### config.mk
export PLATFORM = sky130hd
export DESIGN_NAME = seq_divider_iter
export DESIGN_NICKNAME = d
export VERILOG_FILES = /design/src/rtl/seq_divider_iter.sv
export SDC_FILE = /design/constraint.sdc
export NUM_CORES = 1
export LEC_CHECK = 0
export CAP_MARGIN = 20
export CORE_MARGIN = 1.5
export CORE_UTILIZATION = 25
export CTS_CLUSTER_SIZE = 25
export DETAILED_ROUTE_END_ITERATION = 8
export PLACE_DENSITY = 0.5
export SKIP_CTS_REPAIR_TIMING = 1
export SLEW_MARGIN = 20
export SYNTH_ARGS = -nofsm -noshare
export SYNTH_HDL_FRONTEND = slang
export SYNTH_SLANG_ARGS = --single-unit
### constraint.sdc
create_clock -name clk -period 2 [get_ports clk]
set_input_delay 0.2 -clock clk [delete_from_list [all_inputs] [get_ports clk]]
set_output_delay 0.2 -clock clk [all_outputs]
set_load 0.1 [all_outputs]
### src/rtl/seq_divider_iter.sv
// Iterative restoring unsigned divider: Q = A / B, R = A % B, one quotient bit per clock.
// Optional macro DIV_EARLY_OUT_EN: a start with B != 0 and A < B completes straight from IDLE.
module seq_divider_iter #(
   parameter int W = 2
) (
   input  logic         clk,
   input  logic         rst_n,
   input  logic         start,
   input  logic [W-1:0] A,
   input  logic [W-1:0] B,
   output logic [W-1:0] Q,
   output logic [W-1:0] R,
   output logic         busy,
   output logic         done,
   output logic         div_by_zero
);
   localparam int CW = (W > 1) ? $clog2(W) : 1;
   localparam logic [1:0]    S_IDLE   = 2'd0;
   localparam logic [1:0]    S_RUN    = 2'd1;
   localparam logic [1:0]    S_DONE   = 2'd2;
   localparam logic [CW-1:0] CNT_LAST = CW'(W - 1);
   localparam logic [CW-1:0] CNT_ONE  = CW'(1);
   localparam logic [CW-1:0] CNT_ZERO = CW'(0);

   logic [1:0]    state_q, state_d;
   logic [CW-1:0] cnt_q, cnt_d;
   logic [W-1:0]  dvd_q, dvd_d;
   logic [W-1:0]  dvs_q, dvs_d;
   logic [W-1:0]  rem_q, rem_d;
   logic [W-1:0]  quo_q, quo_d;
   logic [W-1:0]  res_q, res_d;
   logic          dbz_q, dbz_d;
   logic          busy_q, busy_d;
   logic          done_q, done_d;

   logic [W:0]    rem_sh_s;
   logic [W:0]    rem_sub_s;
   logic [W:0]    dvd_sh_s;
   logic          q_bit_s;
   logic [W-1:0]  rem_nxt_s;
   logic          early_s;

   // Dividend register doubles as the quotient shift register: its MSB leaves as a quotient bit enters.
   assign rem_sh_s  = {rem_q, dvd_q[W-1]};
   assign rem_sub_s = rem_sh_s - {1'b0, dvs_q};
   assign q_bit_s   = (rem_sh_s >= {1'b0, dvs_q});
   assign rem_nxt_s = q_bit_s ? rem_sub_s[W-1:0] : rem_sh_s[W-1:0];
   assign dvd_sh_s  = {dvd_q, q_bit_s};

`ifdef DIV_EARLY_OUT_EN
   assign early_s = (A < B);
`else
   assign early_s = 1'b0;
`endif

   // Next-state logic; Q/R/div_by_zero change only on a completion edge.
   always_comb begin
      state_d = state_q;
      cnt_d   = cnt_q;
      dvd_d   = dvd_q;
      dvs_d   = dvs_q;
      rem_d   = rem_q;
      quo_d   = quo_q;
      res_d   = res_q;
      dbz_d   = dbz_q;
      busy_d  = 1'b0;
      done_d  = 1'b0;
      case (state_q)
         S_IDLE, S_DONE: begin
            if (start) begin
               dvd_d = A;
               dvs_d = B;
               rem_d = {W{1'b0}};
               cnt_d = CNT_LAST;
               if (B == {W{1'b0}}) begin
                  state_d = S_DONE;
                  done_d  = 1'b1;
                  quo_d   = {W{1'b1}};
                  res_d   = A;
                  dbz_d   = 1'b1;
               end else if (early_s) begin
                  state_d = S_DONE;
                  done_d  = 1'b1;
                  quo_d   = {W{1'b0}};
                  res_d   = A;
                  dbz_d   = 1'b0;
               end else begin
                  state_d = S_RUN;
                  busy_d  = 1'b1;
               end
            end else begin
               state_d = S_IDLE;
            end
         end
         S_RUN: begin
            dvd_d = dvd_sh_s[W-1:0];
            rem_d = rem_nxt_s;
            if (cnt_q == CNT_ZERO) begin
               state_d = S_DONE;
               done_d  = 1'b1;
               quo_d   = dvd_sh_s[W-1:0];
               res_d   = rem_nxt_s;
               dbz_d   = 1'b0;
            end else begin
               cnt_d  = cnt_q - CNT_ONE;
               busy_d = 1'b1;
            end
         end
         default: begin
            state_d = S_IDLE;
         end
      endcase
   end

   // State and output registers with asynchronous clear.
   always_ff @(posedge clk or negedge rst_n) begin
      if (!rst_n) begin
         state_q <= S_IDLE;
         cnt_q   <= CNT_ZERO;
         dvd_q   <= {W{1'b0}};
         dvs_q   <= {W{1'b0}};
         rem_q   <= {W{1'b0}};
         quo_q   <= {W{1'b0}};
         res_q   <= {W{1'b0}};
         dbz_q   <= 1'b0;
         busy_q  <= 1'b0;
         done_q  <= 1'b0;
      end else begin
         state_q <= state_d;
         cnt_q   <= cnt_d;
         dvd_q   <= dvd_d;
         dvs_q   <= dvs_d;
         rem_q   <= rem_d;
         quo_q   <= quo_d;
         res_q   <= res_d;
         dbz_q   <= dbz_d;
         busy_q  <= busy_d;
         done_q  <= done_d;
      end
   end

   assign Q           = quo_q;
   assign R           = res_q;
   assign busy        = busy_q;
   assign done        = done_q;
   assign div_by_zero = dbz_q;
endmodule

==> results.md <==
* Clock skew at 0.00392 ns
* Clock-pin transition on the worst setup and hold timing paths at 0.10 ns
* Routed vias at 585
* Die boundary height at 58.6 µm
* Mapped Nets at between 80 and 90
* Multi-input logic area at 339 µm²
* MaxCap Viol Count at 0
* Count of final setup violators at 0
* Mapped Cells at 73
* Critical path buffers and inverters at 0
* Final HPWL DP at 1190 µm
* Mapped Avg Cell Area at 10.6 µm²
* WL/cell at ~14 µm
* Minimum clock period at between 1.5 and 2 ns
* Number of nets in the final layout at between 90 and 100
* Post-synthesis sequential area ratio at between 50% and 60%
* Vias in the first global route at 570
* Crit-path slowest cell: dfrtp_1
* Critical setup path kind: flip-flop to flip-flop
* Critical Path Source Type: flip-flop
* Status: finished clean
* R2r setup slk at between 0.3 and 0.4 ns
* Pin slew with the least headroom to its limit at 0.403 ns
* Filler Cells Inserted at 302
* Ports at 14
* Critical R2R Launch: rem_q[0]
* Yosys top cell by area: dfrtp_1
* Highest clock rate at 596 MHz
* Max-slew violation count at 0
* Max-slew headroom at roughly 73%
* Clk_lat worst skew at 0.29 ns
* Layout cells sized above 1 at 19.3%
* Async set-reset flop share out of synthesis at between 90% and 100%
* Initial core utilization at 27.1%
* Total gr overflow at 0
* Synth top area cells: dfrtp_1, o21ai_0, a21oi_1
* Count leader, synth: dfrtp_1
* Antenna cell count at 0
* Register bit count reported by yosys at 16
* Worst Reg2Reg Path Length in Cells at 5
* Storage cell area at ~400 µm²
* Root buf cell: clkbuf_4
* Core box area at around 0.0029 mm²
* Die Wd at just under 60 µm
* Clock buffer depth at 2
* DR iter-0 viols at 25
* Critical-path cell list: ha_1 > or2_2 > a221oi_1 > o211ai_1 > o21a_1
* Total negative slack at 0 ns
* Final Hold Fails at 0
* Num CTS Buffers at 3
* RSZ-0062 raised after global routing: false
* Yosys warning count at 0
* DR pass1 iterations at 4
* Pin count of the biggest net entering global routing at 17
* Area grow syn2layout at 23.5%
* Commonest cells post-synth: dfrtp_1, nand2_1, nor2_1, o21ai_0, a21oi_1
* Final WL at 1670 µm
* Cell Area, Placed at 917 µm²
* H-tree levels at 1
* Utilization after layout at 33.4%
* Vias per cell at 4.92
* Die area at 0.00343 mm²
* CTS Sinks at 16
* CTS tree: built
* Worst setup EP type: flip-flop
* Post-synth top area share at 51.9%
* Max incr delay on CP at 0.41 ns
* Critical path peak fanout at 4
* Fin area at approximately 950 µm²
* CP top delay family: compound AO/OA/AOI/OAI gates
* Critical Path AT at 1.87 ns
* HP Class: input pin to async pin
* Tot GR Track Use at 11.2%
* Drt drc at 0
* Post-route ant nets at 0
* Port Buf Inserts at 13
* Initial antenna violation count at 0
* CP Data Required Time at 2.19 ns
* Row count at 19
* Post-synth EDFFs at 0
* Final period util at 83.9%
* Worst reg2reg path endpoint: R[0]
* GP Congestion at 0.830
* Wire length of the first global-routing pass at 2820 µm
* Unique cell type count in the Yosys netlist at 31
* Post-Syn Area at 772 µm²
* Main synth FF type: dfrtp_1
-- cell usage in the layout, fill, tap and decap left out --
master / netlist / final
nor2_1: 6 / 6
inv_2: 1 / 1
o32a_1: 1 / 1
nand2_1: 6 / 6
o21bai_4: 1 / 1
ha_1: 2 / 2
clkbuf_4: 0 / 3
or2_2: 1 / 1
a221o_1: 1 / 1
and2b_1: 2 / 2
nor3_1: 1 / 1
mux2_2: 1 / 1
o31ai_1: 2 / 2
nand3b_1: 1 / 1
nand2b_1: 2 / 2
o21bai_1: 1 / 1
a221oi_1: 1 / 1
o211ai_1: 1 / 1
nor4b_4: 1 / 1
inv_1: 4 / 4
buf_4: 0 / 8
mux2i_1: 2 / 2
nor3b_1: 1 / 1
a211oi_1: 1 / 1
clkbuf_8: 0 / 1
o21a_1: 1 / 1
o21ai_0: 6 / 6
clkdlybuf4s50_1: 0 / 6
a21oi_1: 5 / 5
or3_1: 1 / 1
nor4_1: 1 / 1
dfrtp_1: 16 / 16
-- layout make-up --
type                            instances  share of cell area [%]
Sequential cell                        16                    42.0
Multi-Input combinational cell         49                    35.6
Timing Repair Buffer                   14                    12.6
Tap cell                               31                    4.07
Clock buffer                            4                    3.81
Inverter                                5                    1.97
-- sequential cells by signal (all words and copies together), names as in the netlist --
name / flops
div_by_zero: 1
busy: 1
state_q: 2
rem_q: 2
R: 2
Q: 2
cnt_q: 1
done: 1
dvd_q: 2
dvs_q: 2
-- cells by family (layout without fill, tap and decap cells) --
group           Yosys count  after routing  share of synthesized area, %
mux                       3              3                          4.05
buf+inv                   8             23                          4.21
compound gates           21             21                          19.1
simple gates             23             23                          17.5
fa+ha+maj                 2              2                          3.24
flops                    16             16                          51.9
-- stage by stage --
stage,cells,hold WS (ns),setup WS [ns]
5_1_grt,119,0.222,0.159
3_5_place_dp,115,0.487,0.280
6_report,119,0.211,0.321
4_1_cts,119,0.208,0.300
2_1_floorplan,73,-0.0956,0.478
3_3_place_gp,115,0.496,0.295
-- how the worst max path moves through the flow --
stage                   from  endpoint  slack, ns  cells after the start
floorplan           rem_q[0]      R[1]       0.48                      5
global placement        B[1]      R[1]       0.30                      5
detailed placement      B[1]      R[1]       0.28                      5
CTS                 rem_q[0]      R[0]       0.30                      5
global route        rem_q[0]      R[0]       0.16                      5
finish              rem_q[0]      R[0]       0.32                      5
-- metal layers --
| layer | wire, µm | part of all wire, % | vias up | global-route usage [%] |
|---|---|---|---|---|
| met2 | 690 | 41 | 21 | 14.8 |
| met4 | 8 | 0.48 | 0 | 1.95 |
| li1 | - | - | 287 | - |
| met3 | 101 | 6.0 | 2 | 5.05 |
| met5 | 0 | 0 | - | 0 |
| met1 | 872 | 52 | 275 | 17.0 |
-- worst reg2reg max path, stage by stage (launching register included) --
cell,delay [ns]
dfrtp_1,0.41
ha_1,0.22
or2_2,0.30
a221oi_1,0.40
o211ai_1,0.13
o21a_1,0.12
Power is not shown: default switching activity piles up to over one toggle a cycle in this logic, so the estimate is an artifact.
